==> config.mk <==
export PLATFORM = sky130hd
export DESIGN_NAME = cic_filter
export DESIGN_NICKNAME = d
export VERILOG_FILES = /design/src/rtl/cic_pkg.sv /design/src/rtl/cic_comb_stage.sv /design/src/rtl/cic_filter.sv
export SDC_FILE = /design/constraint.sdc
export NUM_CORES = 1
export LEC_CHECK = 0
export BUFFER_PORTS_ARGS = -buffer_cell sky130_fd_sc_hd__buf_2
export CAP_MARGIN = 5
export CELL_PAD_IN_SITES_DETAIL_PLACEMENT = 1
export CELL_PAD_IN_SITES_GLOBAL_PLACEMENT = 2
export CORE_MARGIN = 5
export CORE_UTILIZATION = 45
export CTS_BUF_LIST = sky130_fd_sc_hd__clkbuf_2
export DETAILED_ROUTE_END_ITERATION = 10
export PLACE_DENSITY = 0.93
export SLEW_MARGIN = 15
export SYNTH_ARGS = -nofsm -noshare
export SYNTH_HDL_FRONTEND = slang
export SYNTH_HIERARCHICAL = 1
export SYNTH_SLANG_ARGS = --single-unit
==> constraint.sdc <==
create_clock -name clk -period 14.77 [get_ports clk]
set_clock_uncertainty 0.05 [all_clocks]
set_input_delay 0.7385 -clock clk [delete_from_list [all_inputs] [get_ports clk]]
set_output_delay 0.7385 -clock clk [all_outputs]
set_load 0.01 [all_outputs]
==> src/rtl/cic_pkg.sv <==
// Shared constants and types for the CIC decimator.
package cic_pkg;
  localparam int N_STAGES = 4;
  localparam int OS_MAX   = 7;

  typedef logic [2:0] os_sel_t;

  // Accumulator width that holds the full R^N gain at the largest ratio.
  function automatic int acc_w(input int dw);
    return dw + N_STAGES * OS_MAX;
  endfunction
endpackage

==> src/rtl/cic_comb_stage.sv <==
// One comb differentiator (M=1): y = u - u_prev, where the delay only advances on en.
module cic_comb_stage #(
  parameter int AW = 44
) (
  input  logic                 clk,
  input  logic                 reset_n,
  input  logic                 clr,
  input  logic                 en,
  input  logic signed [AW-1:0] u,
  output logic signed [AW-1:0] y
);
  logic signed [AW-1:0] d;

  always_ff @(posedge clk) begin
    if (!reset_n || clr) d <= '0;
    else if (en)         d <= u;
  end

  assign y = u - d;
endmodule

==> src/rtl/cic_filter.sv <==
// Hogenauer CIC decimator: 4 integrators at input rate, 4 combs per strobe,
// output normalised by an arithmetic shift of 4*os_sel bits.
module cic_filter
  import cic_pkg::*;
#(
  parameter int DW = 16
) (
  input  logic                 clk,
  input  logic                 reset_n,
  input  logic                 clk_div,
  input  logic [2:0]           os_sel,
  input  logic signed [DW-1:0] data_in,
  output logic signed [DW-1:0] data_out
);
  localparam int AW = acc_w(DW);

  os_sel_t              os_q;
  logic                 clk_div_q;
  logic                 os_change;
  logic                 stb;
  logic [4:0]           shamt;
  logic signed [AW-1:0] x_ext;
  logic signed [AW-1:0] integ [N_STAGES];
  logic signed [AW-1:0] stage [N_STAGES+1];

  assign x_ext     = {{(AW-DW){data_in[DW-1]}}, data_in};
  assign os_change = (os_sel != os_q);
  // A ratio change restarts the filter, so no strobe is taken on that edge.
  assign stb       = !os_change && ((os_q == '0) || (clk_div && !clk_div_q));
  assign shamt     = 5'(N_STAGES) * 5'(os_q);

  always_ff @(posedge clk) begin
    if (!reset_n) begin
      os_q      <= '0;
      clk_div_q <= 1'b0;
      for (int k = 0; k < N_STAGES; k++) integ[k] <= '0;
    end else begin
      os_q <= os_sel;
      if (os_change) begin
        clk_div_q <= 1'b0;
        for (int k = 0; k < N_STAGES; k++) integ[k] <= '0;
      end else begin
        clk_div_q <= clk_div;
        integ[0]  <= integ[0] + x_ext;
        for (int k = 1; k < N_STAGES; k++) integ[k] <= integ[k] + integ[k-1];
      end
    end
  end

  assign stage[0] = integ[N_STAGES-1];

  for (genvar g = 0; g < N_STAGES; g++) begin : g_comb
    cic_comb_stage #(.AW(AW)) u_comb (
      .clk     (clk),
      .reset_n (reset_n),
      .clr     (os_change),
      .en      (stb),
      .u       (stage[g]),
      .y       (stage[g+1])
    );
  end

  // Wrapped integrator state is fine: the combs undo it modulo 2^AW.
  always_ff @(posedge clk) begin
    if (!reset_n)  data_out <= '0;
    else if (stb)  data_out <= DW'(stage[N_STAGES] >>> shamt);
  end
endmodule

==> results of run 1 <==
[per-layer routing]
metal | part of all wire | vias up | GRT usage
met5 | 0 | - | 0
met4 | 0.029 | 0 | 0.0693
met3 | 0.024 | 164 | 0.0277
met2 | 0.51 | 283 | 0.392
met1 | 0.44 | 13346 | 0.248
li1 | - | 14318 | -
[layout by cell type (no fill, tap or decap), drive strengths merged, types with 9 or more instances in the layout]
cell type,instances
nand3,67
xnor2,183
mux2i,211
o31a,9
a31oi,40
nand3b,9
a21oi,369
nand4,67
clkbuf,166
buf,48
o31ai,19
dfxtp,240
a211oi,25
dlygate4sd3,16
conb,132
and3,35
inv,268
clkinv,34
or3,16
o2111ai,12
xor2,124
nor2,502
o21a,28
o21bai,61
o211ai,26
nor2b,44
and2,27
mux4,21
nand2,234
nor3,61
o21ai,173
nand2b,32
a21o,196
a221oi,17
o221ai,10
ha,344
edfxtp,132
o211a,16
[worst reg2reg max path: cells and delay by family, from the launching register on]
family / cells / cell delay (ns)
XOR/XNOR: 4 / 0.94
AND/OR/NAND/NOR: 11 / 1.86
AO/OA/AOI/OAI: 15 / 3.65
adder cells (fa/ha/maj): 4 / 1.54
flip-flops: 1 / 0.50
multiplexers: 2 / 0.63
[metrics by stage]
| step | hold WS (ns) | area (µm²) |
|---|---|---|
| global route | 0.0956 | 35600 |
| detailed placement | 0.432 | 34400 |
| global placement | 0.422 | 34400 |
| finish | 0.209 | 35600 |
| floorplan | 0.410 | 33600 |
| CTS | 0.0111 | 35600 |
[repair_timing]
action / in CTS / in global routing
endpoints found under the hold margin: 16 / 0
hold buffers: 16 / 0
setup buffers: 0 / 0
[how the worst min path moves through the flow]
| stage | cells past startpoint | from | to | slack [ns] |
|---|---|---|---|---|
| CTS | 4 | data_in[4] | integ[0][4] | 0.01 |
| finish | 4 | data_in[4] | integ[0][4] | 0.21 |
| detailed placement | 2 | g_comb[1].u_comb/d[29] | g_comb[1].u_comb/d[29] | 0.43 |
| global route | 4 | data_in[4] | integ[0][4] | 0.1 |
| global placement | 2 | g_comb[1].u_comb/d[34] | g_comb[1].u_comb/d[34] | 0.42 |
| floorplan | 2 | g_comb[0].u_comb/d[10] | g_comb[0].u_comb/d[10] | 0.41 |
[final cells by class]
cell class                 count  area [µm²]
clock inverter                38         218
clock buffer                 166         831
timing repair buffer          64         440
antenna                        3        7.51
sequential                   372        8770
tap                          959        1200
inverter                     266         998
fill                        8860       37300
multi-input combinational   3246       23200
[flip-flops by register name (all words and copies together), names as in the netlist]
register	count
clk_div_q	1
data_out	16
os_q	3
g_comb.u_comb/d	176
integ	176
[cell families after synthesis]
group	synth area share
other	0.000113
adder cells (fa/ha/maj)	0.135
XOR/XNOR	0.0812
buffers and inverters	0.0516
AO/OA/AOI/OAI	0.233
AND/OR/NAND/NOR	0.156
multiplexers	0.0784
flip-flops	0.265
[Yosys cell counts, drive strengths merged (61+ instances only)]
cell type / instances / area share
nor2: 502 / 0.057
a21oi: 369 / 0.058
ha: 344 / 0.13
inv: 265 / 0.030
dfxtp: 240 / 0.15
nand2: 234 / 0.027
mux2i: 211 / 0.064
a21o: 196 / 0.045
xnor2: 183 / 0.048
o21ai: 173 / 0.027
edfxtp: 132 / 0.12
clkbuf: 124 / 0.015
xor2: 124 / 0.033
nand3: 67 / 0.010
nand4: 67 / 0.013
nor3: 61 / 0.010
o21bai: 61 / 0.014
[power groups by stage]
stage,Clock [mW],Combinational (mW),Sequential (mW)
after detailed placement,0,2.91,1.14
final,0.826,2.94,1.12
after CTS,0.880,2.93,1.12
after floorplan,0,2.25,1.13
after global placement,0,2.88,1.14
after global routing,0.937,3.23,1.12
==> results.md, run 1 <==
- Longest Clk Path Bufs: 3
- Fin util: 0.488
- Pint: roughly 2.6 mW
- CTS H-tree depth: 3
- Hold Vio Cnt, Final: 0
- Worst path depth: 36
- Total GRT Usage: 0.210
- Crit path arrival time: slightly above 10 ns
- Flops & latches, synth: roughly 370
- Cell mode on critical path: ha_1
- Worst reg2reg path startpoint: integ[3][1]
- Outcome: finished, final reports clean
- CTS Buf Count: roughly 110
- CP Capture Point: data_out[5]
- CTS tree: built
- Crit path buf inv count: 0
- Vias/cell: ~5.5
- Clk root buf: clkbuf_2
- Pwr per Cell Area: 137 nW/µm²
- Synth cell types: approximately 120
- Sw frac: 0.462
- Worst endpoint required time: 15.73 ns
- Worst-path clk slew: about 0.10 ns
- Max Cap Viol: 0
- Final #Nets: approximately 4400
- Overall Power: between 4 and 5 mW
- Post-DP HPWL: around 67000 µm
- Syn_area_per_cell: between 8 and 9 µm²
- Routability Congestion: 0.873
- Cells after Synth: roughly 4000
- Fin crit share: 0.627
- # resized after CTS: 0
- Number of port buffers: 37
- Asr flop ratio synth: 0
- Startpoint types: flop
- Post-placement cell count: 4891
- WS Path Type: flop to flop
- Global-route wire length before repair: about 140000 µm
- WL per Instance: around 16 µm
- Core Area: 73000 µm²
- Initial Utilization: 0.454
- Slew HR: 0.327
- Sequential-to-total area share from yosys stat: 0.265
- Area grow syn2layout: 7.54%
- Worst slew pin tran: between 1 and 1.5 ns
- Combinational power share: 0.602
- Vias in the first global route: around 30000
- Post-route insts no fill: around 5100
- Initial antenna violation count: 4
- Yosys warning count: 6
- Vias: approximately 28000
- Fmax: between 100 and 150 MHz
- Worst reg2reg path endpoint: data_out[5]
- Minimum clock period: around 9 ns
- Io pins: 38
- Max IR drop VDD: between 0.1 and 0.15 mV
- FF-to-FF setup slack: 5.51 ns
- R2R depth: 36
- Final Max Tran Viols: 0
- Grt total ovfl: 0
- # rows: 99
- Iteration-0 DRC Markers: around 960
- Die H: approximately 280 µm
- CP Capture Type: flop
- Unrepaired setup endpoints after global routing: no
- Critical Path Max Stage Delay: 0.50 ns
- Worst path slowest cell: edfxtp_1
- P_sw: ~2.3 mW
- WL final: between 80000 and 90000 µm
- Ys flop type: dfxtp_1
- Post-synth EDFFs: roughly 130
- DRT antenna net count: 0
- Full die area: ~80000 µm²
- Clk sink count: approximately 370
- DRC Markers: 0
- Setup WS post-layout: about 5.5 ns
- Critical path origin: integ[3][1]
- P_leak: about 14 nW
- Hold Crit Class: input pin to flop
- Share of layout cells above drive strength 1: 0.0898
- Crit Path Max Fanout: 8
- Worst-Skew Late Latency: 1.16 ns
- Final setup violation count: 0
- Pre-CTS WS: between 5 and 6 ns
- Die width: between 200 and 300 µm
- Synth Cell Area: about 33000 µm²
- Clock share of power: 0.169
- Largest net degree at the start of global routing: approximately 160
- Delay-heaviest family, CP: compound AO/OA/AOI/OAI gates
- Sequential Power Share: 0.229
- Final TNS setup: 0 ns
- Total iterations of the first detailed-routing run: 4
Note: power is estimated with default switching activity, not from simulation.
==> run 2, diff against run 1 <==
CORE_UTILIZATION = 42   (was 45)
PLACE_DENSITY = 0.88   (was 0.93)
clock period = 8.9 ns   (was 14.77 ns; I/O delays follow)
==> run 2 against run 1 <==
Die area is 6.9% higher. Sequential power is 65% higher. Largest power group unchanged. Clock power is 60% higher. Sequential cell count stayed put. Worst hold slack better by 0.079 ns. Final area increased by 2.1%. Cell count rose by 2.8%. Global-route usage is 0.95 points lower.
==> results.md, run 2 (synthesis results as in run 1) <==
- CTS H-tree depth: 3 (unchanged)
- DRC Markers: 0 (unchanged)
- Routability Congestion: 0.845 (was 0.873)
- Fin crit share: 0.956 (was 0.627)
- Area grow syn2layout: 9.85% (was 7.54%)
- Max IR drop VDD: 0.156 mV (was 0.131 mV)
- Slew HR: 0.362 (was 0.327)
- Initial Utilization: 0.421 (was 0.454)
- Largest net degree at the start of global routing: 130 (was 155)
- Share of layout cells above drive strength 1: 0.104 (was 0.0898)
- Worst-Skew Late Latency: 1.19 ns (was 1.16 ns)
- Worst endpoint required time: 9.90 ns (was 15.73 ns)
- CP Capture Type: flop (unchanged)
- Total GRT Usage: 0.200 (was 0.210)
- Io pins: 38 (unchanged)
- Cell mode on critical path: a21o_1 (was ha_1)
- Critical Path Max Stage Delay: 0.48 ns (was 0.50 ns)
- Final Max Tran Viols: 0 (unchanged)
- P_leak: 14.7 nW (was 14.5 nW)
- Longest Clk Path Bufs: 3 (unchanged)
- Global-route wire length before repair: 145000 µm (was 142000 µm)
- Regs by FF count: g_comb.u_comb/d: 176 flops, integ: 176 flops, data_out: 16 flops (unchanged)
- Iteration-0 DRC Markers: 807 (was 964)
- Most frequent cells in the layout: 498 x nor2_1, 351 x a21oi_1, 330 x ha_1 (was 499 x nor2_1, 359 x a21oi_1, 344 x ha_1)
- Most common cell after layout, fill and taps aside: nor2_1 (unchanged)
- Vias: 28397 (was 28111)
- Outcome: finished, final reports clean (unchanged)
- Worst path slowest cell: mux4_2 (was edfxtp_1)
- Full die area: 84600 µm² (was 79100 µm²)
- Die width: 291 µm (was 281 µm)
- Final setup violation count: 0 (unchanged)
- Die H: 291 µm (was 281 µm)
- Final #Nets: 4491 (was 4433)
- Crit path arrival time: 9.51 ns (was 10.21 ns)
- Clk root buf: clkbuf_2 (unchanged)
- Fill cells: 9630 (was 8860)
- Pwr per Cell Area: 228 nW/µm² (was 137 nW/µm²)
- CTS tree: built (unchanged)
- Post-DP HPWL: 69100 µm (was 66500 µm)
- Hold Crit Class: input pin to flop (unchanged)
- Hold Vio Cnt, Final: 0 (unchanged)
- Overall Power: 8.31 mW (was 4.88 mW)
- Worst-path clk slew: 0.14 ns (was 0.10 ns)
- Fmax: 118 MHz (was 108 MHz)
- WL final: 87800 µm (was 84300 µm)
- WS Path Type: flop to flop (unchanged)
- Startpoint types: flop (unchanged)
- WL per Instance: 16.7 µm (was 16.5 µm)
- CTS Buf Count: 109 (unchanged)
- Worst slew pin tran: 0.957 ns (was 1.01 ns)
- # rows: 103 (was 99)
- Initial antenna violation count: 2 (was 4)
- Vias/cell: 5.40 (was 5.50)
- Max Cap Viol: 0 (unchanged)
- Core Area: 78600 µm² (was 73000 µm²)
- DRT antenna net count: 0 (unchanged)
- Grt total ovfl: 0 (unchanged)
- Final TNS setup: 0 ns (unchanged)
- Vias in the first global route: 29703 (was 29586)
- Crit Path Max Fanout: 8 (unchanged)
- Minimum clock period: 8.51 ns (was 9.26 ns)
- Total iterations of the first detailed-routing run: 5 (was 4)
- Number of port buffers: 37 (unchanged)
- Clk sink count: 372 (unchanged)
run 2: timing repair:
item / in CTS / in global routing
hold buffers: 37 / 0
hold endpoints to repair: 46 / 0
setup buffers: 0 / 20
setup endpoints to repair: 0 / 16
gates resized for setup: 0 / 47
run 2: worst paths after layout:
check                           slack (ns)                endpoint  depth (start not counted)              startpoint
worst max-delay path                  0.39             data_out[7]                         37             integ[3][1]
worst max register to register        0.39             data_out[7]                         37             integ[3][1]
worst min register to register        0.45  g_comb[1].u_comb/d[32]                          2  g_comb[1].u_comb/d[32]
worst min-delay path                  0.29             data_out[4]                          4                 reset_n
run 2: metrics by stage:
step / util / area [µm²] / hold WS [ns] / setup WS, ns / std cells
6_report: 0.463 / 36400 / 0.287 / 0.390 / 5259
5_1_grt: 0.463 / 36400 / 0.157 / -0.0803 / 5259
4_1_cts: 0.458 / 36000 / 0.148 / 0.00609 / 5234
3_5_place_dp: 0.441 / 34700 / 0.431 / 0.0713 / 4999
3_3_place_gp: 0.441 / 34700 / 0.422 / 0.189 / 4999
2_1_floorplan: - / 33600 / 0.410 / 1.06 / 4048
run 2: where the power goes:
part	internal, mW	total, mW	switching (mW)	leakage (nW)
clock	0.501	1.32	0.822	0.743
combinational	2.12	5.14	3.02	10.7
sequential	1.81	1.85	0.0411	3.30
run 2: layout make-up:
cell class                      instances  area (µm²)  share of cell area
Clock buffer                          151         756              0.0208
Timing Repair Buffer                  122         928              0.0255
Tap cell                             1050        1310              0.0361
Antenna cell                            5        12.5            0.000344
Inverter                              266         998              0.0274
Sequential cell                       372        8770               0.241
Clock inverter                         47         234             0.00643
Multi-Input combinational cell       3246       23400               0.642
run 2: worst max-delay path: cells and delay by family, from the launching register on:
kind	cells	cell delay (ns)
AO/OA/AOI/OAI	16	3.11
adder cells (fa/ha/maj)	4	1.57
buffers and inverters	2	0.17
multiplexers	2	0.60
XOR/XNOR	4	0.69
AND/OR/NAND/NOR	9	1.75
flip-flops	1	0.42
run 2: per-layer routing:
| layer | track usage | up-vias | share of wire |
|---|---|---|---|
| met4 | 0.0690 | 0 | 0.034 |
| met3 | 0.0266 | 169 | 0.021 |
| li1 | - | 14435 | - |
| met2 | 0.374 | 282 | 0.50 |
| met5 | 0 | - | 0 |
| met1 | 0.235 | 13511 | 0.44 |
